==> src/rtl/imem_loader_pkg.sv <==
// Shared definitions for the instruction-memory loader: FSM state encoding and
// image framing constants, also reused by the CPU top and the bench.
package imem_loader_pkg;

    typedef enum logic [2:0] {
        ST_IDLE,
        ST_HDR,
        ST_LOAD,
        ST_CHK,
        ST_DONE
    } state_t;

    localparam int WORD_BYTES = 4;
    localparam int HDR_BYTES  = 1;

endpackage

==> src/rtl/imem_word_packer.sv <==
// Assembles big-endian 32-bit words from a byte stream; word_done flags the
// byte that completes a word, with the full word presented on the same cycle.
module imem_word_packer
    import imem_loader_pkg::*;
(
    input  logic        clk,
    input  logic        rst_n,
    input  logic        clear,
    input  logic        byte_en,
    input  logic [7:0]  byte_in,
    output logic [31:0] word,
    output logic        word_done
);

    localparam logic [1:0] LAST_BYTE = 2'(WORD_BYTES - 1);

    logic [23:0] shift_q;
    logic [1:0]  cnt_q;

    // The completing byte is merged combinationally so the top can register
    // the word on the very edge that accepts the 4th byte.
    assign word      = {shift_q, byte_in};
    assign word_done = byte_en && (cnt_q == LAST_BYTE);

    always_ff @(posedge clk) begin
        if (!rst_n || clear) begin
            shift_q <= '0;
            cnt_q   <= '0;
        end else if (byte_en) begin
            shift_q <= {shift_q[15:0], byte_in};
            cnt_q   <= cnt_q + 2'd1;
        end
    end

endmodule

==> src/rtl/imem_loader.sv <==
// Instruction memory writer: header byte (N-1), 4*N data bytes, XOR checksum
// byte; holds the CPU in reset until an image with a good checksum lands.
//
// state   | meaning
// IDLE    | no load since reset, waiting for start
// HDR     | waiting for the word-count byte
// LOAD    | streaming data bytes, one memory write per completed word
// CHK     | waiting for the checksum byte
// DONE    | load finished (done or err set), start reloads
module imem_loader
    import imem_loader_pkg::*;
#(
    parameter int ADDR_WIDTH = 10,
    parameter int DEPTH      = 256
) (
    input  logic                  clk,
    input  logic                  rst_n,
    input  logic                  start,
    input  logic [7:0]            in_data,
    input  logic                  in_valid,
    output logic                  in_ready,
    output logic                  wr_en,
    output logic [ADDR_WIDTH-1:0] wr_addr,
    output logic [31:0]           wr_data,
    output logic                  busy,
    output logic                  done,
    output logic                  err,
    output logic                  cpu_hold
);

    localparam int IDX_W = (DEPTH > 1) ? $clog2(DEPTH) : 1;

    state_t           state;
    logic [7:0]       words_left;
    logic [IDX_W-1:0] word_idx;
    logic [7:0]       csum;
    logic             xfer;
    logic             start_ok;
    logic [31:0]      word;
    logic             word_done;

    assign xfer     = in_valid && in_ready;
    assign start_ok = start && (state == ST_IDLE || state == ST_DONE);

    imem_word_packer u_packer (
        .clk       (clk),
        .rst_n     (rst_n),
        .clear     (start_ok),
        .byte_en   (xfer && state == ST_LOAD),
        .byte_in   (in_data),
        .word      (word),
        .word_done (word_done)
    );

    always_ff @(posedge clk) begin
        if (!rst_n) begin
            state      <= ST_IDLE;
            in_ready   <= 1'b0;
            wr_en      <= 1'b0;
            wr_addr    <= '0;
            wr_data    <= '0;
            busy       <= 1'b0;
            done       <= 1'b0;
            err        <= 1'b0;
            cpu_hold   <= 1'b1;
            words_left <= '0;
            word_idx   <= '0;
            csum       <= '0;
        end else begin
            wr_en <= 1'b0;
            case (state)
                ST_IDLE, ST_DONE: begin
                    if (start_ok) begin
                        state    <= ST_HDR;
                        in_ready <= 1'b1;
                        busy     <= 1'b1;
                        done     <= 1'b0;
                        err      <= 1'b0;
                        cpu_hold <= 1'b1;
                        word_idx <= '0;
                        csum     <= '0;
                    end
                end
                ST_HDR: begin
                    // words_left is a down-counter of words still to come after the current one
                    if (xfer) begin
                        words_left <= in_data;
                        state      <= ST_LOAD;
                    end
                end
                ST_LOAD: begin
                    if (xfer) begin
                        csum <= csum ^ in_data;
                        if (word_done) begin
                            wr_en    <= 1'b1;
                            wr_data  <= word;
                            wr_addr  <= ADDR_WIDTH'({word_idx, 2'b00});
                            word_idx <= (word_idx == IDX_W'(DEPTH - 1)) ? '0 : word_idx + 1'b1;
                            if (words_left == 8'd0)
                                state <= ST_CHK;
                            else
                                words_left <= words_left - 8'd1;
                        end
                    end
                end
                ST_CHK: begin
                    if (xfer) begin
                        state    <= ST_DONE;
                        in_ready <= 1'b0;
                        busy     <= 1'b0;
                        if (in_data == csum) begin
                            done     <= 1'b1;
                            cpu_hold <= 1'b0;
                        end else begin
                            err <= 1'b1;
                        end
                    end
                end
                default: begin
                    state    <= ST_IDLE;
                    in_ready <= 1'b0;
                end
            endcase
        end
    end

endmodule

==> config.mk <==
export PLATFORM = sky130hd
export DESIGN_NAME = imem_loader
export DESIGN_NICKNAME = d
export VERILOG_FILES = /design/src/rtl/imem_loader_pkg.sv /design/src/rtl/imem_word_packer.sv /design/src/rtl/imem_loader.sv
export SDC_FILE = /design/constraint.sdc
export NUM_CORES = 1
export LEC_CHECK = 0
export CORE_MARGIN = 10
export CORE_UTILIZATION = 58
export CTS_CLUSTER_SIZE = 16
export DETAILED_ROUTE_END_ITERATION = 12
export PLACE_DENSITY = 0.83
export SLEW_MARGIN = 0
export SYNTH_ARGS = -nofsm -noshare
export SYNTH_HDL_FRONTEND = slang
export SYNTH_HIERARCHICAL = 1
export SYNTH_SLANG_ARGS = --single-unit
==> constraint.sdc <==
create_clock -name clk -period 7.4 [get_ports clk]
set_input_delay 1.48 -clock clk [delete_from_list [all_inputs] [get_ports clk]]
set_output_delay 1.48 -clock clk [all_outputs]
set_load 0.03 [all_outputs]
======== Word level (Yosys, flattened, before mapping) ========
Cells that the tools add are included.
storage, ports and cells
  input bits .............................. 12
  output and inout bits ................... 48
  bits in latches ......................... 0
  memories kept ........................... 0
  bits in read-only memories .............. 0
  bits in registers ....................... 99
  memory bits (writable) .................. 0
  logic and storage cells ................. 93
cells by class
  shift-type cells ........................ 0
  magnitude comparators ................... 0
  reductions and logical operators ........ 24
  $mul .................................... 0
  divide/modulo/power cells ............... 0
  bitwise gates (word level) .............. 2
  multiplexer cells ....................... 34
  $add $sub $neg .......................... 3
  equal/unequal tests ..................... 16
operator list
  kind                 count
  $mux 8               9
  $pmux 8 s2           3
  $mux 3               6
  $reduce_and 3->1     5
  $ne 2x2->1 const B   6
  $pmux 3 s4           1
  $reduce_and 4->1     3
  $mux 1               10
  $add 8x1->8 const B  1
  $eq 8x8->1           1
  $eq 8x8->1 const B   1
  $logic_not 8->1      1
  $pmux 1 s2           4
  $sub 8x1->8 const B  1
  $xor 8x8->8          1
  $eq 3x2->1 const B   2
  $ne 2x1->1 const B   3
  $reduce_and 6->1     1
  $reduce_bool 2->1    3
  $reduce_and 5->1     1
  $logic_and 1x1->1    4
  $reduce_or 2->1      2
  $eq 3x1->1 const B   1
  $eq 3x3->1 const B   1
  7 further kinds      8

======== Depth between registers and ports, before layout ========
Gate-level depths: netlist of the first run.
  word-level depth ........................ 6
  mapped depth ............................ 13
  gate-level depth less buffers ........... 7

======== Cells and area by module ========
Netlist of the first run, hierarchy kept.
modules (own cells, without submodules)
  module            times used  area each (sq um)  cells each  sequential area each (sq um)
  imem_loader       1           3289.4             414         1461.4
  imem_word_packer  1           1047.3             95          520.5

======== Least setup slack after synthesis of the first run ========
Ideal clock, no wire load.
  kind .................................... input to register
  from .................................... in in_valid
  to ...................................... reg word_idx[4]
  library setup time ...................... 0.059 ns
  arrival ................................. 3.866 ns
  data required time ...................... 7.341 ns
  setup slack ............................. 3.475 ns
  stages .................................. 10
  path buffers ............................ 3
  path through ............................ nand4b_4 > buf_1 > nor2_1 > buf_6 > buf_12 > and2_1 > o21ba_2 > a2111o_1 > or4_1 > nand2_1
between the ends
  longest elaborated chain between the ends .. 5
  elaborated cells between the ends (all ways) .. 6
  classes of those cells .................. eq/ne: 2; reduce/logical: 4
RTL lines
  what                               RTL line                source
  start: declaration                 imem_loader.sv:20       input logic in_valid,
  $logic_and 1x1->1                  imem_loader.sv:42       assign xfer = in_valid && in_ready;
  $logic_and 1x1->1                  imem_loader.sv:49       .byte_en (xfer && state == ST_LOAD),
  $logic_and 1x1->1                  imem_word_packer.sv:23  assign word_done = byte_en && (cnt_q == LAST_BYTE);
  via word_done                      imem_loader.sv:40       logic word_done;
  $ne 2x1->1 (no source line)        --
  $reduce_and 4->1 (no source line)  --
  end signal: assignment             imem_loader.sv:98       word_idx <= (word_idx == IDX_W'(DEPTH - 1)) ? '0 : word_idx + 1'b1;
  end: declaration                   imem_loader.sv:35       logic [IDX_W-1:0] word_idx;
The timed path passes the listed nets, and every way through them passes these cells.
A chain may end at the register's enable or synchronous reset.

======== Worst setup path in the final report of the first run ========
  from .................................... in in_valid
  to ...................................... reg words_left[4]
between the ends
  longest elaborated chain between the ends .. 5
  elaborated cells between the ends (all ways) .. 7
  classes of those cells .................. eq/ne: 3; reduce/logical: 4
RTL lines
  what                               RTL line                source
  $logic_and 1x1->1                  imem_loader.sv:42
  $logic_and 1x1->1                  imem_loader.sv:49
  $logic_and 1x1->1                  imem_word_packer.sv:23
  via word_done                      imem_loader.sv:40
  $ne 2x1->1 (no source line)        --
  $reduce_and 5->1 (no source line)  --
  end signal: assignment             imem_loader.sv:87       words_left <= in_data;
  end signal: assignment             imem_loader.sv:102      words_left <= words_left - 8'd1;
  end: declaration                   imem_loader.sv:34       logic [7:0] words_left;
The timed path passes the listed nets, and every way through them passes these cells.

==> impl_metrics.csv, run 1 <==
group,metric,value,unit
sta,fmax,0.220,GHz
cells_and_area,layout-drive-gt1-share,5.88,%
global_routing,antenna_violations_before_repair,0,
power,total_leakage_power,1.60,nW
sta,report.final.setup_viol,0,
cts,clk_transition_reported_paths,0.10,ns
sta,worst_pin_slew,1.10,ns
synthesis,cell_area_after_synthesis,4340,sq um
route,wirelength,9.92,mm
placement,dpl.hpwl,6.89,mm
cells_and_area,final_cell_count_no_fill,643,
route,routedWlPerCell,15.4,microns
cells_and_area,nets,555,
placement,dpl.cell_count,627,
critical_path,critPathLaunchType,"primary input",
critical_path,critPathMostFrequentCell,"sky130_fd_sc_hd__and2_1",
power,int_pwr,0.688,mW
synthesis,async_flop_share,0,%
floorplanning,core.rowCount,31,
sta,tns,0,ns
global_routing,grt_first_pass_wirelength,16.6,mm
cells_and_area,layout.cell_area.non_filler,4990,sq um
sta,layout_worst_path_cycle_share,61.3,%
synthesis,synthDistinctLibCells,55,
floorplanning,top_level_ports,60,
cts,clk_latency,0.36,ns
route,postRouteAntennaNets,0,
power,pwr_density_cell,186,nW/um^2
cts,tritoncts_num_sinks,99,
power,vdd_ir_drop_max,0.000128,V
critical_path,timing.critical_path.required,7.67,ns
cts,htreeDepth,3,
power,p_comb_share,7.0,%
cts,ctsRootBufferMaster,"sky130_fd_sc_hd__clkbuf_8",
cts,post_cts_buffers,0,
floorplanning,start_util,59.8,%
route,drt_first_iter_violations,158,
power,clock_power_share,34.8,%
critical_path,cp_num_buf_inv,2,
run,maxCapViolCount,0,
route,drc,0,
cts,cts_resized,0,
critical_path,worstSetupEndpointType,"register",
synthesis,synth_common_cells,"101 x sky130_fd_sc_hd__nand2_1, 99 x sky130_fd_sc_hd__dfxtp_1, 65 x sky130_fd_sc_hd__a21oi_1, 41 x sky130_fd_sc_hd__nor2_1, 28 x sky130_fd_sc_hd__mux2i_1",
placement,dpl-instance-area,4810,sq um
critical_path,critical_path.top_delay_family,"simple AND/OR/NAND/NOR gates",
cts,cts_max_path_buffers,2,
placement,buffer_ports.inserted,57,
synthesis,postSynthRegisterBits,99,
floorplanning,floorplan.die_area,11300,sq um
cells_and_area,areaGrowthSynthToFinish,15.2,%
sta,worst_slew_margin_rel,26.7,%
critical_path,cp_max_fo,35,
cts,tritoncts,"done",
synthesis,synth_ff_type,"sky130_fd_sc_hd__dfxtp_1",
route,detailedRoute.firstPassIterationCount,5,
sta,final_period_minus_worst_setup_slack,4.54,ns
floorplanning,die_h,106,microns
sta,setup_repair_after_global_routing_missed_its_margin,"false",
synthesis,synth_largest_area_cell,"sky130_fd_sc_hd__dfxtp_1",
floorplanning,core_area,7250,sq um
synthesis,yosysSeqAreaShare,45.7,%
floorplanning,die_x,106,microns
cts,cts.hold.buffers_added,0,
synthesis,yosys.cell_count.top_type,"sky130_fd_sc_hd__nand2_1",
global_routing,grt_overflow,0,
synthesis,post_synth_inst_count,509,
power,pwr-share-seq,58.2,%
critical_path,crit_path_max_incr_delay,0.92,ns
global_routing,grt_max_degree,60,
sta,final-hold-violation-count,0,
route,viasPerCell,5.59,
critical_path,timing.critical_path.slowest_stage_cell,"sky130_fd_sc_hd__nor2_4",
cells_and_area,diodes,0,
sta,worst_clock_skew,0.0111,ns
critical_path,worst-setup-path-type,"primary input to register",
sta,final_report_max_slew_violation_count,0,
global_routing,grt_util_all_layers,17.5,%
route,route.vias.total,3596,
synthesis,synth_warnings,6,
critical_path,worst-endpoint-arrival,4.81,ns
min_path,min_path_type,"register to register",
outcome,result_of_the_run,"finished clean",
synthesis,postSynthAreaPerCell,8.52,sq um
placement,place_congestion,0.874,
power,power.net_switching,0.242,mW
power,power.switching_fraction,26.0,%
critical_path,crit_chain,"clkdlybuf4s50_1 > nand4b_4 > nor2_4 > and2_1 > inv_1 > a2111o_1 > and2_1 > o32ai_1",
cts,cts-buffers-inserted,9,
synthesis,synth-edff-count,0,
global_routing,grt_pass1_vias,3453,
synthesis,ys_top_cells_by_area,"sky130_fd_sc_hd__dfxtp_1 46%, sky130_fd_sc_hd__nand2_1 8.7%, sky130_fd_sc_hd__a21oi_1 7.5%",
synthesis,yosys.area.top_type_share,45.7,%
## through the flow
step                      util [%]  power, mW  setup WS (ns)  hold slack (ns)
after floorplan                  -      0.600           3.47            0.431
after global placement        66.3      0.617           2.56            0.435
after detailed placement      66.3      0.618           2.47            0.447
after CTS                     68.9      0.935           2.86            0.462
after global routing          68.9      0.966           2.60            0.482
final                         68.9      0.929           2.86            0.456
## worst min-delay path, delay by kind of cell (launching register included)
| kind | cells | cell delay (ns) |
|---|---|---|
| flops | 1 | 0.32 |
| buf+inv | 1 | 0.05 |
| compound gates | 1 | 0.05 |
## power by group through the flow
stage	Sequential (mW)	Clock [mW]	Combinational [mW]
floorplan	0.554	0	0.0463
global placement	0.553	0	0.0634
detailed placement	0.553	0	0.0643
CTS	0.541	0.330	0.0644
global route	0.542	0.353	0.0706
finish	0.541	0.324	0.0646
## layer usage
metal | vias up | global-route usage [%] | wire [microns]
li1 | 1801 | - | -
met1 | 1672 | 22.3 | 4400
met2 | 111 | 28.0 | 4620
met3 | 12 | 5.68 | 778
met4 | 0 | 4.55 | 124
met5 | - | 0 | 0
## logic make-up (layout without fill, tap and decap cells)
family                     count (synthesis)  after routing  share of synthesized area (%)
muxes                                     29             29                           6.72
buffers and inverters                     51             85                           6.84
AOI/OAI and AO/OA                        108            108                           14.5
xor gates and xnor gates                  13             13                           2.63
DFF                                       99             99                           45.7
and+or+nand+nor                          204            204                           22.3
other                                      1              2                         0.0865
adders and majority gates                  4              4                           1.15
## cell usage in the layout, fill, tap and decap left out, types with 4 or more instances in the layout
cell type and instances:
sky130_fd_sc_hd__mux2i_1 28, sky130_fd_sc_hd__nand4_1 5, sky130_fd_sc_hd__o21ai_0 16, sky130_fd_sc_hd__nor3_1 12, sky130_fd_sc_hd__buf_4 4, sky130_fd_sc_hd__nand2_1 101, sky130_fd_sc_hd__nor2_1 40, sky130_fd_sc_hd__and2_1 4
sky130_fd_sc_hd__clkbuf_8 9, sky130_fd_sc_hd__nand3b_1 8, sky130_fd_sc_hd__inv_1 8, sky130_fd_sc_hd__dfxtp_1 99, sky130_fd_sc_hd__clkdlybuf4s50_1 57, sky130_fd_sc_hd__nand3_1 7, sky130_fd_sc_hd__nor4_1 4, sky130_fd_sc_hd__ha_1 4
sky130_fd_sc_hd__o21a_1 4, sky130_fd_sc_hd__a21oi_1 65, sky130_fd_sc_hd__xnor2_1 12
## final cells by class
| class | instances | area [sq um] |
|---|---|---|
| inverters | 8 | 30.0 |
| fillers | 598 | 2260 |
| clock buffers | 10 | 128 |
| well taps | 99 | 124 |
| multi-input cells | 360 | 2070 |
| clock inverters | 6 | 56.3 |
| repair buffers | 61 | 601 |
| flip-flops and latches | 99 | 1980 |
## final timing paths
check	from	to	slack [ns]	cells after the start
worst max-delay path	in_valid	words_left[4]	2.86	8
worst min-delay path	err	err	0.46	2
worst max register to register	state[1]	words_left[4]	3.95	7
worst min register to register	err	err	0.46	2
## registers in the layout (all words and copies together), names as in the netlist
register and cells:
wr_data 32, u_packer/shift_q 24, csum 8, word_idx 8, words_left 8, wr_addr 8, state 3, u_packer/cnt_q 2
busy 1, cpu_hold 1, done 1, err 1, in_ready 1, wr_en 1
Note: power is estimated with default switching activity, not from simulation.
==> run 2: changes to the inputs <==
--- a/config.mk
+++ b/config.mk
@@ -6,10 +6,10 @@
 export NUM_CORES = 1
 export LEC_CHECK = 0
 export CORE_MARGIN = 10
-export CORE_UTILIZATION = 58
+export CORE_UTILIZATION = 54
 export CTS_CLUSTER_SIZE = 16
 export DETAILED_ROUTE_END_ITERATION = 12
-export PLACE_DENSITY = 0.83
+export PLACE_DENSITY = 0.78
 export SLEW_MARGIN = 0
 export SYNTH_ARGS = -nofsm -noshare
 export SYNTH_HDL_FRONTEND = slang
==> constraint.sdc (replaced) <==
create_clock -name clk -period 4.7 [get_ports clk]
set_input_delay 0.94 -clock clk [delete_from_list [all_inputs] [get_ports clk]]
set_output_delay 0.94 -clock clk [all_outputs]
set_load 0.03 [all_outputs]
==> run 2 against run 1 <==
Against the previous run:
- register-to-register slack lost 1.9 ns
- sequential power rose by 59%
- clock power up 89%
- sequential cell count is the same
- die area is 6.0% higher
==> impl_metrics.csv, run 2 (same netlist as run 1, synthesis figures left out) <==
group,metric,value,unit
cts,tritoncts_num_sinks,99,
floorplanning,die_x,110,microns
floorplanning,top_level_ports,60,
placement,dpl.hpwl,6.95,mm
cells_and_area,mostFrequentLayoutCell,"sky130_fd_sc_hd__nand2_1",
critical_path,critPathLaunchType,"primary input",
cells_and_area,layout_common_cells,"101 x sky130_fd_sc_hd__nand2_1, 99 x sky130_fd_sc_hd__dfxtp_1, 65 x sky130_fd_sc_hd__a21oi_1",
cells_and_area,largest_register,"wr_data",
cells_and_area,largest_reg_flops,32,
cells_and_area,layout-drive-gt1-share,5.89,%
cts,cts-buffers-inserted,9,
cts,tritoncts,"done",
global_routing,grt_max_degree,59,
route,viasPerCell,5.63,
cells_and_area,diodes,0,
min_path,min_path_type,"register to register",
cts,cts_resized,0,
power,total_leakage_power,1.62,nW
sta,worst_slew_margin_rel,29.9,%
sta,setup_repair_after_global_routing_missed_its_margin,"false",
route,routedWlPerCell,16.0,microns
critical_path,worstRegToRegCells,7,
run,maxCapViolCount,0,
sta,final_report_max_slew_violation_count,0,
sta,worst_pin_slew,1.05,ns
route,drc,0,
critical_path,timing.critical_path.required,4.97,ns
critical_path,cp_max_fo,18,
cts,cts.hold.buffers_added,0,
route,wirelength,10.3,mm
global_routing,antenna_violations_before_repair,0,
global_routing,grt.met2_usage,27.7,%
sta,layout_worst_path_cycle_share,67.1,%
sta,fmax,0.317,GHz
critical_path,worst-setup-path-type,"primary input to register",
global_routing,grt_util_all_layers,17.5,%
route,drt_first_iter_violations,219,
cts,clk_transition_reported_paths,0.10,ns
global_routing,grt_busiest_layer,"met2",
sta,report.final.setup_viol,0,
sta,final_period_minus_worst_setup_slack,3.15,ns
global_routing,global_route.usage.met1,22.4,%
cts,post_cts_buffers,0,
sta,setup_slack,1.55,ns
cells_and_area,nets,555,
critical_path,worst-endpoint-arrival,3.43,ns
sta,tns,0,ns
floorplanning,floorplan.die_area,12000,sq um
route,postRouteAntennaNets,0,
cells_and_area,areaGrowthSynthToFinish,16.1,%
power,pwr_density_cell,311,nW/um^2
placement,buffer_ports.inserted,57,
sta,final-hold-violation-count,0,
global_routing,grt_first_pass_wirelength,17.0,mm
cells_and_area,n_fill_cell,670,
cts,clk_latency,0.37,ns
min_path,worst_hold_path.num_cells,2,
cts,ctsRootBufferMaster,"sky130_fd_sc_hd__clkbuf_8",
placement,place_congestion,0.822,
route,route.vias.total,3630,
global_routing,grt_overflow,0,
floorplanning,start_util,55.8,%
global_routing,grt_pass1_vias,3497,
cts,htreeDepth,3,
route,detailedRoute.firstPassIterationCount,4,
power,vdd_ir_drop_max,0.000140,V
sta,worst_clock_skew,0.0134,ns
global_routing,grt.met3_usage,5.03,%
floorplanning,die_h,110,microns
cells_and_area,biggestRegsByFlops,"wr_data: 32 flops, u_packer/shift_q: 24 flops",
outcome,result_of_the_run,"finished clean",
floorplanning,core_area,7770,sq um
critical_path,worstSetupEndpointType,"register",
placement,placement.setup.worst_slack,1.19,ns
cts,cts_max_path_buffers,2,
floorplanning,core.rowCount,32,
-- run 2: cell types whose count changed in the layout (fill, tap and decap cells not counted) --
cell                        delta
sky130_fd_sc_hd__bufinv_16     +2
sky130_fd_sc_hd__clkinv_4      -2
sky130_fd_sc_hd__clkbuf_1      -1
sky130_fd_sc_hd__inv_6         +1
sky130_fd_sc_hd__inv_8         -1
-- run 2: layer usage --
| metal | share of wire, % | vias up |
|---|---|---|
| li1 | - | 1794 |
| met1 | 45 | 1735 |
| met2 | 47 | 91 |
| met3 | 6.5 | 10 |
| met4 | 1.2 | 0 |
| met5 | 0 | - |
-- run 2: path summary, 6_finish.rpt --
| check | from | to | slack [ns] |
|---|---|---|---|
| worst max register to register | state[1] | words_left[5] | 2.07 |
| worst max-delay path | in_valid | words_left[5] | 1.55 |
| worst min register to register | wr_addr[4] | wr_addr[4] | 0.46 |
| worst min-delay path | wr_addr[4] | wr_addr[4] | 0.46 |
-- run 2: worst max-delay path: stages --
cell                              delay, ns
sky130_fd_sc_hd__clkdlybuf4s50_1       0.62
sky130_fd_sc_hd__nand4b_4              0.31
sky130_fd_sc_hd__nor2_4                0.17
sky130_fd_sc_hd__and2_1                0.21
sky130_fd_sc_hd__inv_1                 0.09
sky130_fd_sc_hd__a2111o_1              0.52
sky130_fd_sc_hd__and2_1                0.29
sky130_fd_sc_hd__o32ai_1               0.27
-- run 2: cell type report --
cell class              count  area [sq um]  share of cell area (%)
flip-flops and latches     99          1980                    39.4
inverters                   8          30.0                   0.596
multi-input cells         360          2070                    41.2
clock buffers               9           124                    2.46
repair buffers             61           601                    11.9
well taps                 102           128                    2.53
clock inverters             6          96.3                    1.91
-- run 2: power by group --
part / internal [mW] / switching (mW) / total, mW / leakage [nW]
clock: 0.304 / 0.307 / 0.612 / 0.108
sequential: 0.844 / 0.0152 / 0.859 / 0.798
combinational: 0.0342 / 0.0603 / 0.0945 / 0.710
total: 1.18 / 0.383 / 1.57 / 1.62
-- run 2: through the flow --
step	area, sq um	util [%]	cells	hold slack, ns	power (mW)
floorplan	4340	-	510	0.431	0.945
global placement	4810	62.0	630	0.434	0.970
detailed placement	4810	62.0	630	0.443	0.973
CTS	5030	64.8	645	0.459	1.57
global route	5030	64.8	645	0.472	1.62
finish	5030	64.8	645	0.456	1.57
==> run 3: changes to the inputs <==
==> constraint.sdc (replaced) <==
create_clock -name clk -period 3.2 [get_ports clk]
set_input_delay 0.64 -clock clk [delete_from_list [all_inputs] [get_ports clk]]
set_output_delay 0.64 -clock clk [all_outputs]
set_load 0.03 [all_outputs]
==> run 3 against run 2 <==
Against the previous run:
- sequential share of layout area about the same
- sequential power up 47%
- wire length decreased by 0.62%
- design area about the same
- clock skew shrank 0.0047 ns
- via count down 0.50%
- critical path type unchanged
==> impl_metrics.csv, run 3 (same netlist as run 1, synthesis figures left out) <==
group,metric,value,unit
power,pwr_density_cell,429,nW/um^2
cts,tritoncts_num_sinks,99,
critical_path,worst-setup-path-type,"primary input to register",
sta,fin_worst_hold_slack,0.453,ns
cts,cts-buffers-inserted,9,
critical_path,critPathLaunchType,"primary input",
critical_path,cp_max_fo,11,
floorplanning,floorplan.die_area,12000,sq um
sta,worst_clock_skew,0.00873,ns
route,wirelength,10.2,mm
run,maxCapViolCount,0,
global_routing,grt_util_all_layers,17.4,%
route,route.vias.total,3612,
route,postRouteAntennaNets,0,
critical_path,timing.critical_path.required,3.48,ns
critical_path,worstSetupEndpointType,"register",
cells_and_area,biggestRegsByFlops,"wr_data: 32 flops, u_packer/shift_q: 24 flops",
global_routing,grt_pass1_vias,3492,
floorplanning,top_level_ports,60,
placement,dpl.cell_count,635,
cts,ctsRootBufferMaster,"sky130_fd_sc_hd__clkbuf_8",
critical_path,worst-endpoint-arrival,2.80,ns
floorplanning,start_util,55.8,%
power,vdd_ir_drop_max,0.000268,V
global_routing,antenna_violations_before_repair,0,
cts,tritoncts,"done",
critical_path,crit_chain,"clkdlybuf4s50_1 > nand4b_4 > nor2_4 > and2_1 > inv_1 > a2111o_1 > and2_1 > o32ai_1",
placement,dpl.hpwl,7.07,mm
placement,placement.setup.worst_slack,0.311,ns
sta,final-hold-violation-count,0,
cts,clk_transition_reported_paths,0.10,ns
power,power.net_switching,0.570,mW
power,int_pwr,1.59,mW
critical_path,timing.critical_path.slowest_stage_cell,"sky130_fd_sc_hd__clkdlybuf4s50_1",
outcome,result_of_the_run,"finished clean",
placement,place_congestion,0.843,
cells_and_area,layout-drive-gt1-share,6.92,%
cells_and_area,diodes,0,
floorplanning,die_h,110,microns
sta,worst_pin_slew,0.714,ns
min_path,min_path_type,"register to register",
placement,buffer_ports.inserted,57,
cells_and_area,n_fill_cell,662,
floorplanning,core.rowCount,32,
power,totalPowerFinal,2.16,mW
min_path,worst_hold_path.num_cells,2,
cts,htreeDepth,3,
floorplanning,core_area,7770,sq um
sta,setup_repair_after_global_routing_missed_its_margin,"false",
sta,fmax,0.397,GHz
cells_and_area,largest_register,"wr_data",
cts,cts_resized,0,
sta,final_report_max_slew_violation_count,0,
power,p_comb_share,6.9,%
sta,layout_worst_path_cycle_share,78.8,%
cells_and_area,areaGrowthSynthToFinish,16.1,%
cts,post_cts_buffers,0,
route,drt_first_iter_violations,202,
power,clock_power_share,34.8,%
critical_path,worstRegToRegCells,7,
cells_and_area,layout_common_cells,"101 x sky130_fd_sc_hd__nand2_1, 99 x sky130_fd_sc_hd__dfxtp_1, 65 x sky130_fd_sc_hd__a21oi_1",
cells_and_area,nets,560,
sta,setup_slack,0.680,ns
cts,cts.hold.buffers_added,0,
route,viasPerCell,5.55,
power,power.switching_fraction,26.4,%
floorplanning,die_x,110,microns
route,routedWlPerCell,15.7,microns
cts,cts_max_path_buffers,2,
global_routing,grt_first_pass_wirelength,17.0,mm
sta,tns,0,ns
sta,worst_slew_margin_rel,52.2,%
sta,report.final.setup_viol,0,
power,pwr-share-seq,58.2,%
power,total_leakage_power,1.62,nW
sta,final_period_minus_worst_setup_slack,2.52,ns
cells_and_area,largest_reg_flops,32,
critical_path,critPathMostFrequentCell,"sky130_fd_sc_hd__and2_1",
cts,clk_latency,0.37,ns
cells_and_area,mostFrequentLayoutCell,"sky130_fd_sc_hd__nand2_1",
route,drc,0,
route,detailedRoute.firstPassIterationCount,4,
cells_and_area,final_cell_count_no_fill,651,
critical_path,crit_path_max_incr_delay,0.52,ns
global_routing,grt_overflow,0,
global_routing,grt_max_degree,42,
==> run 3: changes by cell type in the layout (fill, tap and decap cells not counted), sizes merged <==
cell,before,now
clkinv,0,1
inv,11,12
clkinvlp,1,2
bufinv,2,0
buf,4,9
==> run 3: layout make-up <==
class / count / area, sq um / share of cell area [%]
inverter: 8 / 30.0 / 0.597
clock buffer: 9 / 124 / 2.46
sequential: 99 / 1980 / 39.4
multi-input combinational: 360 / 2070 / 41.2
clock inverter: 7 / 57.6 / 1.14
tap: 102 / 128 / 2.54
timing repair buffer: 66 / 638 / 12.7
==> run 3: per-stage QoR <==
step | util (%) | instance area [sq um]
6_report | 64.8 | 5030
5_1_grt | 64.8 | 5030
4_1_cts | 64.8 | 5030
3_5_place_dp | 62.5 | 4850
3_3_place_gp | 62.5 | 4850
2_1_floorplan | - | 4340
==> run 3: path summary, 6_finish.rpt <==
| check | start | endpoint | slack (ns) |
|---|---|---|---|
| setup / recovery | in_valid | words_left[3] | 0.68 |
| hold / removal | err | err | 0.45 |
| setup reg to reg | state[1] | words_left[3] | 0.80 |
| hold reg to reg | err | err | 0.45 |
==> run 3: metal layers <==
metal | routed length, microns | part of all wire [%] | vias to the layer above | track usage (%)
met5 | 0 | 0 | - | 0
met4 | 91 | 0.89 | 0 | 4.74
met3 | 739 | 7.2 | 12 | 5.56
met2 | 4760 | 46 | 85 | 27.2
met1 | 4650 | 45 | 1710 | 22.7
li1 | - | - | 1805 | -
==> run 3: critical path, delay by kind of cell <==
kind | cells | cell delay [ns]
AO/OA/AOI/OAI | 2 | 0.79
AND/OR/NAND/NOR | 4 | 0.74
buffers and inverters | 2 | 0.62
==> run 3: power groups by stage <==
stage / combinational, mW / sequential (mW) / clock, mW
finish: 0.149 / 1.26 / 0.752
detailed placement: 0.148 / 1.29 / 0
global placement: 0.146 / 1.29 / 0
CTS: 0.148 / 1.26 / 0.764
floorplan: 0.107 / 1.28 / 0
global route: 0.164 / 1.26 / 0.812
